$ cat src/rtl/hazard_ctrl.sv
// Hazard and forwarding controller for the 5-stage pipeline: tracks the X and M
// instructions in a shadow scoreboard and drives stall, flush and forward selects.
module hazard_ctrl #(
   parameter int RA_W  = 5,
   parameter int CNT_W = 16
) (
   input  logic             clk,
   input  logic             rst,
   input  logic             d_valid,
   input  logic [RA_W-1:0]  d_rs,
   input  logic [RA_W-1:0]  d_rt,
   input  logic             d_use_rs,
   input  logic             d_use_rt,
   input  logic             d_store,
   input  logic [RA_W-1:0]  d_dst,
   input  logic             d_reg_write,
   input  logic             d_mem_read,
   input  logic             m_br_taken,
   input  logic             m_jmp,
   output logic             stall,
   output logic             flush_fd,
   output logic             flush_dx,
   output logic             flush_xm,
   output logic             fwdX_rs,
   output logic             fwdX_rt,
   output logic             fwdM_rs,
   output logic             fwdM_rt,
   output logic             fwd_xm_rt,
   output logic [CNT_W-1:0] stall_cnt,
   output logic [CNT_W-1:0] flush_cnt
);

   // state   | meaning
   // RUN     | normal issue
   // LDSTALL | one-cycle bubble behind a load-use hazard
   // FLUSH   | one-cycle squash after a taken branch or jump in M

   typedef enum logic [1:0] {RUN, LDSTALL, FLUSH} state_t;

   typedef struct packed {
      logic            v;
      logic [RA_W-1:0] dst;
      logic            rw;
      logic            ld;
      logic            st;
      logic            st_fwd;
   } slot_t;

   state_t state_q;
   slot_t  x_q, m_q, x_next;

   logic x_haz, m_haz;
   logic x_rs_hit, x_rt_alu_hit, x_rt_any_hit;
   logic m_rs_hit, m_rt_any_hit;
   logic load_use, st_fwd_set, flush, fwd_en;

   assign x_haz = x_q.v & x_q.rw & (x_q.dst != '0);
   assign m_haz = m_q.v & m_q.rw & (m_q.dst != '0);

   assign x_rs_hit     = x_haz & d_use_rs & (x_q.dst == d_rs);
   assign x_rt_alu_hit = x_haz & d_use_rt & (x_q.dst == d_rt);
   assign x_rt_any_hit = x_haz & (d_use_rt | d_store) & (x_q.dst == d_rt);
   assign m_rs_hit     = m_haz & d_use_rs & (m_q.dst == d_rs);
   assign m_rt_any_hit = m_haz & (d_use_rt | d_store) & (m_q.dst == d_rt);

   // A store whose data alone depends on the load proceeds; its data is patched in XM.
   assign load_use   = d_valid & x_q.ld & (x_rs_hit | (x_rt_alu_hit & ~d_store));
   assign st_fwd_set = d_valid & d_store & x_q.ld & x_haz & (x_q.dst == d_rt) & ~x_rs_hit;

   assign flush    = rst & (m_br_taken | m_jmp);
   assign stall    = rst & ~flush & load_use & (state_q != LDSTALL);
   assign flush_fd = flush;
   assign flush_dx = flush;
   assign flush_xm = flush;

   assign fwd_en    = d_valid & ~stall & ~flush;
   assign fwdX_rs   = fwd_en & ~x_q.ld & x_rs_hit;
   assign fwdX_rt   = fwd_en & ~x_q.ld & x_rt_any_hit;
   assign fwdM_rs   = fwd_en & m_rs_hit & ~fwdX_rs;
   assign fwdM_rt   = fwd_en & m_rt_any_hit & ~fwdX_rt;
   assign fwd_xm_rt = ~flush & x_q.v & x_q.st & x_q.st_fwd & m_q.v & m_q.ld;

   always_comb begin
      x_next        = '0;
      x_next.v      = d_valid;
      x_next.dst    = d_dst;
      x_next.rw     = d_reg_write;
      x_next.ld     = d_mem_read;
      x_next.st     = d_store;
      x_next.st_fwd = st_fwd_set & ~stall;
   end

   always_ff @(posedge clk or negedge rst) begin
      if (!rst) begin
         state_q   <= RUN;
         x_q       <= '0;
         m_q       <= '0;
         stall_cnt <= '0;
         flush_cnt <= '0;
      end else begin
         case (state_q)
            RUN:     state_q <= flush ? FLUSH : (stall ? LDSTALL : RUN);
            LDSTALL: state_q <= flush ? FLUSH : RUN;
            FLUSH:   state_q <= flush ? FLUSH : RUN;
            default: state_q <= RUN;
         endcase

         if (flush) begin
            x_q <= '0;
            m_q <= '0;
         end else if (stall) begin
            x_q <= '0;
            m_q <= x_q;
         end else begin
            x_q <= x_next;
            m_q <= x_q;
         end

         if (stall && (stall_cnt != '1))
            stall_cnt <= stall_cnt + 1'b1;
         if (flush && (flush_cnt != '1))
            flush_cnt <= flush_cnt + 1'b1;
      end
   end

endmodule
$ cat config.mk
export PLATFORM = sky130hd
export DESIGN_NAME = hazard_ctrl
export DESIGN_NICKNAME = d
export VERILOG_FILES = /design/src/rtl/hazard_ctrl.sv
export SDC_FILE = /design/constraint.sdc
export NUM_CORES = 1
export LEC_CHECK = 0
export ABC_AREA = 1
export BUFFER_PORTS_ARGS = -buffer_cell sky130_fd_sc_hd__buf_2
export CORE_ASPECT_RATIO = 1.25
export CORE_MARGIN = 2
export CORE_UTILIZATION = 55
export DETAILED_ROUTE_END_ITERATION = 16
export PLACE_DENSITY = 0.89
export SETUP_SLACK_MARGIN = 0.3
export SLEW_MARGIN = 20
export SYNTH_ARGS = -nofsm -noshare
export SYNTH_HDL_FRONTEND = slang
export SYNTH_SLANG_ARGS = --single-unit
$ cat constraint.sdc
create_clock -name clk -period 2.22 [get_ports clk]
set_input_delay 0.333 -clock clk [delete_from_list [all_inputs] [get_ports clk]]
set_output_delay 0.333 -clock clk [all_outputs]
set_load 0.05 [all_outputs]
* Word level (Yosys, flattened, before mapping)
Cells that the tools add are included.
Widths: inputs -> output; s select.
** Storage, ports and cells
- Register bits :: 52
- Output and inout port bits :: 41
- Word-level logic and storage cells :: 88
- Bits of input ports :: 25
** Cells by class
- Add/sub/neg operators :: 2
- Multiplexer cells :: 7
- Bitwise operators :: 51
- Reduce and logical (&&, ||, !) cells :: 6
- Eq/ne operators :: 9
** Operators by type and width (number)
- $and 1x1->1 :: 41
- $add 16x1->16 const B :: 2
- $ne 16x16->1 const B :: 2
- $mux 10 :: 3
- $eq 5x5->1 :: 4
- $reduce_bool 5->1 :: 2
- $not 1->1 :: 7
- $mux 2 :: 2
- $pmux 2 s2 :: 1
- $or 1x1->1 :: 3
- $eq 2x1->1 const B :: 1
- $eq 2x2->1 const B :: 1
- $logic_and 1x1->1 :: 2
- $logic_not 2->1 :: 1
- $ne 2x1->1 const B :: 1
- $reduce_or 2->1 :: 1
- $mux 1 :: 1

* Logic depth before layout (Yosys ltp)
Gate-level depths: netlist (run 1).
- Depth after elaboration :: 16
- Depth in mapped cells :: 11
- Mapped depth without buffers :: 10

* Worst setup path after synthesis (run 1)
No wires, ideal clock.
- Kind :: input to output
- Start point :: in m_jmp
- End point :: out fwd_xm_rt
- Buffers on the path :: 1
- Setup slack :: -0.341 ns
- Required time :: 1.887 ns
- Stages :: 4
- Arrival :: 2.228 ns
- Path through :: nor2_1 -> nor2_1 -> clkbuf_1 -> nor3_1
** On the way
- Word-level cells in the longest chain between the ends :: 8
** Ends and longest elaborated chain
- start, declared :: line 19 : input logic m_jmp,
- $or 1x1->1 :: line 70 : assign flush = rst & (m_br_taken | m_jmp);
- $and 1x1->1 :: line 70
- net flush_dx :: line 22 : output logic flush_dx,
- $not 1->1 :: line 81 : assign fwd_xm_rt = ~flush & x_q.v & x_q.st & x_q.st_fwd & m_q.v & m_q.ld;
- $and 1x1->1 (5 in series) :: line 81
- end, declared :: line 28 : output logic fwd_xm_rt,
The timed path passes the listed nets, and every way through them passes these cells.

* Worst setup path in the final report (run 1)
- Start point :: reg x_q[7] in the netlist's numbering
- End point :: out fwdM_rs
** On the way
- Word-level cells in the longest chain between the ends :: 16
- Elaborated cells between the ends (all ways) :: 21
- Those cells by class :: eq/ne (2); bitwise (18); reduce/logical (1)
** Ends and longest elaborated chain
- start, declared :: line 50 : slot_t x_q, m_q, x_next;
- start signal, assigned :: line 115 : x_q <= x_next;
- $reduce_bool 5->1 :: line 57 : assign x_haz = x_q.v & x_q.rw & (x_q.dst != '0);
- $and 1x1->1 :: line 57
- $and 1x1->1 (2 in series) :: line 61 : assign x_rt_alu_hit = x_haz & d_use_rt & (x_q.dst == d_rt);
- $and 1x1->1 :: line 67 : assign load_use = d_valid & x_q.ld & (x_rs_hit | (x_rt_alu_hit & ~d_store));
- $or 1x1->1 :: line 67
- $and 1x1->1 :: line 67
- $and 1x1->1 (2 in series) :: line 71 : assign stall = rst & ~flush & load_use & (state_q != LDSTALL);
- $not 1->1 :: line 76 : assign fwd_en = d_valid & ~stall & ~flush;
- $and 1x1->1 (2 in series) :: line 76
- $and 1x1->1 (2 in series) :: line 77 : assign fwdX_rs = fwd_en & ~x_q.ld & x_rs_hit;
- $not 1->1 :: line 79 : assign fwdM_rs = fwd_en & m_rs_hit & ~fwdX_rs;
- $and 1x1->1 * :: line 79
- end, declared :: line 26 : output logic fwdM_rs,
Every way passes the cells marked *; elsewhere a longest branch is shown, timed or not.

==> results.cfg, run 1 <==
[flow_run]
drv.max_cap_violation_count = 0

[critical_path]
rr_endpoint = flush_cnt[2]
crit_start = x_q[7]
r2r-start = flush_cnt[0]
timing.critical_path.required_ps = 1890
critical_path.max_fanout = 4
critical_path_buf_inv_count = 2
crit_arrival_ps = 1780
reg2reg_depth = 8
most_frequent_cell_on_the_critical_path = sky130_fd_sc_hd__nand2_4
worstSetupPathType = flop to output pin
critical_path.top_delay_family = simple AND/OR/NAND/NOR gates
critPathMaxStageDelay_ps = 430
critical_path.cell_chain = nor2_2 > nand3_2 > nand2_4 > inv_2 > nand3_4 > nand2_4 > nand2_4 > nand3_2 > nor2_4 > buf_6
worst-r2r-setup-slack_ps = 380
timing.critical_path.to_type = output pin
setup.worst_path.start_class = flop
worst_path_max_delay_cell = sky130_fd_sc_hd__dfrtp_1

[logic_synthesis]
yosys_warnings = 0
synth.avg_cell_area_um2 = 7.513
netlist.area_leader.share_pct = 42.35
syn-cell-area_mm2 = 0.003073
seq_area_frac_synth_pct = 42.35
yosys-top-cells-count = sky130_fd_sc_hd__nand2_1, sky130_fd_sc_hd__nor2_1, sky130_fd_sc_hd__dfrtp_1
synth_enable_flop_cells = 0
synthDominantAreaCellType = sky130_fd_sc_hd__dfrtp_1
synth.ff_latch_count = 52
synth_async_sr_flop_share_pct = 100.0
synthesis.nets = 439
synth_instances = 409
postSynth.topFlopCell = sky130_fd_sc_hd__dfrtp_1
synth_top_cells_by_area = sky130_fd_sc_hd__dfrtp_1, sky130_fd_sc_hd__nand2_1, sky130_fd_sc_hd__nor2_1
yosysMostFrequentCell = sky130_fd_sc_hd__nand2_1
netlist-cell-type-count = 27

[routing]
detailroute.wirelength.met3_um = 510
postRouteAntennaNets = 0
drc_errors = 0
via_count = 3096
highest_metal_layer_with_signal_wires = met4
totalWireLength_um = 8031
wl_met1_um = 3149
met2RoutedLength_um = 4163
detailed_route_iter0_violations = 337
vias_per_cell = 5.609
detailedRoute.firstPassIterationCount = 5
detail_route.wl_per_cell_um = 14.55

[placed_design]
place_hpwl_um = 5335
numPortBuffers = 65
dpl.cell_count = 534
gp_congestion = 0.9120

[floorplan]
coreArea_mm2 = 0.005405
starting_density_of_the_core_pct = 56.85
die_width_um = 70.86
dieArea_mm2 = 0.006205
die_y_um = 87.57
placementRows = 30
floorplan.io_pins = 66

[cts]
numClockSinks = 52
clock_latency_ps = 310
cts_hold_buf = 0
ctsLongestPathBuffers = 2
library_cell_used_as_clock_root_buffer = sky130_fd_sc_hd__clkbuf_8
h-tree-depth = 2
cts_buffers = 5
tritoncts = built
worst_setup_hold_path_clk_slew_ps = 90

[grt]
maximum_number_of_pins_on_one_net_before_global_route_repair = 53
antenna_violations_before_repair = 0
global_route.usage.total_pct = 24.19
grt_overflow = 0
vias_in_the_first_global_route = 2778
grt_first_pass_wirelength_um = 11950

[sta]
final-hold-violation-count = 0
finalSetupTns_ps = 0
finalMaxSlewViolations = 0
tightest_slew_ps = 653.0
relSlewSlack_pct = 56.47
period_needed_ps = 2114
final.period_utilization_pct = 95.24
finalSetupViolCount = 0
fmax_mhz = 473.0
timing.clock.skew_ps = 6.389
setup_repair_after_global_routing_missed_its_margin = yes

[worst_hold_path]
hold_class = input port to asynchronous set/reset pin

[power_and_ir_drop]
clock_power_share_pct = 24.9
switching_share_pct = 38.47
design_power_total_uw = 2599
power_density_mw_per_mm2 = 671.7
combinationalPowerShare_pct = 30.2
p_switching_uw = 999.8
seq_power_share_pct = 44.9
p_leak_uw = 0.001981
worst_ir_drop_vdd_mv = 0.7934
internal_power_uw = 1599

[layout]
layout-drive-gt1-share_pct = 27.87
nets = 517
antenna_cells_inserted = 0
area_delta_synth_final_pct = 25.90
final_cells = 552

[run_status]
outcome = finished clean
[worst reg2reg max path, stage by stage (launching register included)]
cell	delay (ps)
sky130_fd_sc_hd__dfrtp_2	420
sky130_fd_sc_hd__ha_1	220
sky130_fd_sc_hd__nand3_2	150
sky130_fd_sc_hd__nor3_4	260
sky130_fd_sc_hd__nand4_1	200
sky130_fd_sc_hd__nand2_4	160
sky130_fd_sc_hd__nand2_8	120
sky130_fd_sc_hd__nand2_1	140
sky130_fd_sc_hd__nand2_1	70
[cell type report]
class / count / area [um2]
Multi-Input combinational cell: 308 / 1740
Tap cell: 64 / 80.08
Timing Repair Buffer: 79 / 473.0
Inverter: 41 / 153.9
Clock inverter: 3 / 42.54
Sequential cell: 52 / 1310
Clock buffer: 5 / 68.82
Fill cell: 396 / 1536
[layer usage]
layer / vias up / track usage (%)
met5: - / 0
met3: 25 / 3.567
met2: 153 / 42.91
met1: 1462 / 29.71
li1: 1456 / -
met4: 0 / 9.777
[how the worst max path moves through the flow]
stage                               to  depth (start not counted)  slack [ps]
after floorplan           flush_cnt[0]                          8         300
after global placement         fwdM_rt                         10         270
after detailed placement       fwdM_rs                         10         210
after CTS                      fwdM_rs                         10         150
after global routing           fwdM_rs                         10          40
final                          fwdM_rs                         10         110
[metrics by stage]
stage / instance area (um2) / setup WS (ps) / utilization [%] / hold slack [ps]
after floorplan: 3112 / 302.4 / - / 37.41
after global placement: 3490 / 270.0 / 64.56 / 483.1
after detailed placement: 3490 / 211.1 / 64.56 / 494.3
after CTS: 3706 / 152.6 / 68.56 / 208.4
after global routing: 3869 / 36.87 / 71.57 / 238.2
final: 3869 / 105.7 / 71.57 / 184.2
[cells by family (layout without fill, tap and decap cells)]
family                   count (synthesis)  count (layout)  share of synthesized area, %
AND/OR/NAND/NOR                        255             256                         36.60
buffers and inverters                   50             128                         7.084
adder cells (fa/ha/maj)                  5               5                         2.036
AO/OA/AOI/OAI                           13              13                         2.240
flip-flops                              52              52                         42.35
XOR/XNOR                                34              34                         9.691
[power groups by stage]
| stage | combinational (uW) | sequential [uW] | clock [uW] |
|---|---|---|---|
| finish | 785 | 1170 | 646 |
| global route | 842 | 1180 | 698 |
| CTS | 743 | 1160 | 655 |
| detailed placement | 734 | 1180 | 0 |
| global placement | 709 | 1180 | 0 |
| floorplan | 292 | 1420 | 0 |
[sequential cells by signal, summed over array words and instances (netlist names)]
signal and flops:
m_q 8, state_q 2, x_q 10, flush_cnt 16, stall_cnt 16
[placed cells by master, fill, tap and decap left out]
master / synthesis / final
sky130_fd_sc_hd__nor2_2: 2 / 6
sky130_fd_sc_hd__nor2_1: 61 / 51
sky130_fd_sc_hd__clkinvlp_4: 0 / 1
sky130_fd_sc_hd__o21ai_0: 2 / 2
sky130_fd_sc_hd__nor4_4: 1 / 1
sky130_fd_sc_hd__inv_2: 5 / 9
sky130_fd_sc_hd__xor2_1: 19 / 19
sky130_fd_sc_hd__o21ai_1: 8 / 8
sky130_fd_sc_hd__ha_1: 5 / 5
sky130_fd_sc_hd__nor4_1: 1 / 1
sky130_fd_sc_hd__nand2_1: 125 / 123
sky130_fd_sc_hd__a21oi_1: 2 / 2
sky130_fd_sc_hd__nor3_1: 10 / 8
sky130_fd_sc_hd__buf_2: 3 / 60
sky130_fd_sc_hd__dfrtp_1: 52 / 45
sky130_fd_sc_hd__nand3_2: 2 / 6
sky130_fd_sc_hd__nor3_4: 1 / 3
sky130_fd_sc_hd__nor2_4: 0 / 6
sky130_fd_sc_hd__buf_8: 0 / 2
sky130_fd_sc_hd__nand2_4: 1 / 5
sky130_fd_sc_hd__nand3_1: 25 / 19
sky130_fd_sc_hd__clkinv_2: 0 / 1
sky130_fd_sc_hd__nand2_8: 0 / 1
sky130_fd_sc_hd__buf_4: 3 / 13
sky130_fd_sc_hd__xnor2_1: 15 / 14
sky130_fd_sc_hd__xnor2_2: 0 / 1
sky130_fd_sc_hd__bufinv_16: 0 / 1
sky130_fd_sc_hd__nand3_4: 0 / 3
sky130_fd_sc_hd__nand3b_1: 1 / 1
sky130_fd_sc_hd__nand4_1: 22 / 22
sky130_fd_sc_hd__dfrtp_2: 0 / 7
sky130_fd_sc_hd__o21ai_2: 1 / 1
sky130_fd_sc_hd__inv_1: 36 / 32
sky130_fd_sc_hd__buf_6: 2 / 4
sky130_fd_sc_hd__clkbuf_8: 0 / 5
[timing repair]
item / in CTS / in global routing
endpoints found under the setup margin: 20 / 35
gates cloned: 0 / 1
buffers inserted: 3 / 6
gates resized for setup: 24 / 25
pin swaps: 6 / 9
endpoints found under the hold margin: 0 / 0
No activity file was read; power rests on OpenSTA's default activity.
==> run 2, diff against run 1 <==
CORE_UTILIZATION = 35   (was 55)
PLACE_DENSITY = 0.64   (was 0.89)
==> results.cfg, run 2 (synthesized netlist as in run 1, its figures left out) <==
[routing]
totalWireLength_um = 7637
via_count = 2893
detailedRoute.firstPassIterationCount = 6
detailed_route_iter0_violations = 89
drc_errors = 0
postRouteAntennaNets = 0
vias_per_cell = 4.727
detail_route.wl_per_cell_um = 12.48

[cts]
library_cell_used_as_clock_root_buffer = sky130_fd_sc_hd__clkbuf_8
h-tree-depth = 2
cts_hold_buf = 0
tritoncts = built
numClockSinks = 52
worst_setup_hold_path_clk_slew_ps = 100
ctsLongestPathBuffers = 2
cts_buffers = 5
clock_latency_ps = 320

[layout]
area_delta_synth_final_pct = 28.95
final_common_cell = sky130_fd_sc_hd__nand2_1
finalInstanceArea_mm2 = 0.003963
antenna_cells_inserted = 0
reg.largest.list = flush_cnt: 16 flops, stall_cnt: 16 flops, x_q: 10 flops
nets = 521
layout.cells.most_common_list = sky130_fd_sc_hd__nand2_1, sky130_fd_sc_hd__buf_2, sky130_fd_sc_hd__nor2_1
layout-drive-gt1-share_pct = 27.44

[power_and_ir_drop]
power_density_mw_per_mm2 = 640.0
worst_ir_drop_vdd_mv = 0.6814
p_leak_uw = 0.001976

[flow_run]
drv.max_cap_violation_count = 0

[critical_path]
critical_path.max_fanout = 4
worst-r2r-setup-slack_ps = 410
timing.critical_path.to_type = output pin
crit_arrival_ps = 1740
timing.critical_path.required_ps = 1890
setup.worst_path.start_class = flop
reg2reg_depth = 12
worstSetupPathType = flop to output pin

[grt]
grt_overflow = 0
antenna_violations_before_repair = 0
maximum_number_of_pins_on_one_net_before_global_route_repair = 53
grt_first_pass_wirelength_um = 12070
vias_in_the_first_global_route = 2621
global_route.usage.total_pct = 16.12

[sta]
finalSetupTns_ps = 0
tightest_slew_ps = 683.2
fmax_mhz = 483.4
setup_repair_after_global_routing_missed_its_margin = yes
finalMaxSlewViolations = 0
period_needed_ps = 2069
finalSetupViolCount = 0
timing.clock.skew_ps = 10.76
relSlewSlack_pct = 54.45
final-hold-violation-count = 0
final.period_utilization_pct = 93.18

[floorplan]
coreArea_mm2 = 0.008606
die_width_um = 87.81
floorplan.io_pins = 66
starting_density_of_the_core_pct = 35.71
dieArea_mm2 = 0.009550
die_y_um = 108.8
placementRows = 38

[worst_hold_path]
hold_class = input port to asynchronous set/reset pin

[placed_design]
gp_congestion = 0.8888
place_hpwl_um = 5466
numPortBuffers = 65
placed_cell_area_mm2 = 0.003567

[run_status]
outcome = finished clean
run 2: worst paths after layout:
kind / endpoint / start
max: fwdM_rs / x_q[6]
min: state_q[0] / rst
max reg2reg: stall_cnt[8] / x_q[6]
min reg2reg: m_q[3] / x_q[3]
max in group asynchronous: flush_cnt[1] / rst
min in group clk: x_q[2] / d_mem_read
run 2: where the power goes:
part	internal, uW	switching (uW)	total (uW)	leakage [uW]
clock network	253	334	587	0.0000434
logic	234	562	796	0.00125
registers	1050	106	1150	0.000687
total	1530	1000	2540	0.00198
run 2: cell type report:
type,count,area (um2)
tap,120,150.1
multi-input combinational,308,1722
sequential,52,1308
inverter,41,153.9
clock inverter,2,15.01
timing repair buffer,83,531.8
clock buffer,6,82.58
fill,852,4643
run 2: what timing repair did:
| item | CTS | global route |
|---|---|---|
| cloned | 0 | 1 |
| endpoints found under the setup margin | 20 | 35 |
| gates resized for setup | 29 | 17 |
| setup buffers | 2 | 10 |
| pin swaps | 9 | 8 |
run 2: worst max-delay path, cell delays in order (launching register included):
cell and delay (ps):
sky130_fd_sc_hd__dfrtp_1 430, sky130_fd_sc_hd__nor2_1 120, sky130_fd_sc_hd__nand3_1 110, sky130_fd_sc_hd__nand2_2 120, sky130_fd_sc_hd__inv_2 50, sky130_fd_sc_hd__nand3_4 80, sky130_fd_sc_hd__nand2_4 80, sky130_fd_sc_hd__nand2_8 90
sky130_fd_sc_hd__nand3_4 70, sky130_fd_sc_hd__nor2_4 120, sky130_fd_sc_hd__buf_8 150
run 2: layer usage:
metal	wire length, um	GRT usage (%)	vias to the layer above
met3	221	2.952	7
met1	3340	19.42	1380
met5	0	0	-
li1	-	-	1459
met2	3986	28.79	47
met4	89	5.055	0
run 2: through the flow:
stage               total power, uW  instances  utilization [%]  worst slack [ps]  hold slack (ps)
floorplan                      1714        409                -             302.4            37.41
global placement               1899        591            41.45             299.1            484.0
detailed placement             1913        591            41.45             240.8            484.6
CTS                            2516        601            44.00             165.6            188.7
global route                   2681        612            46.05             17.37            222.3
finish                         2536        612            46.05             151.4            161.9
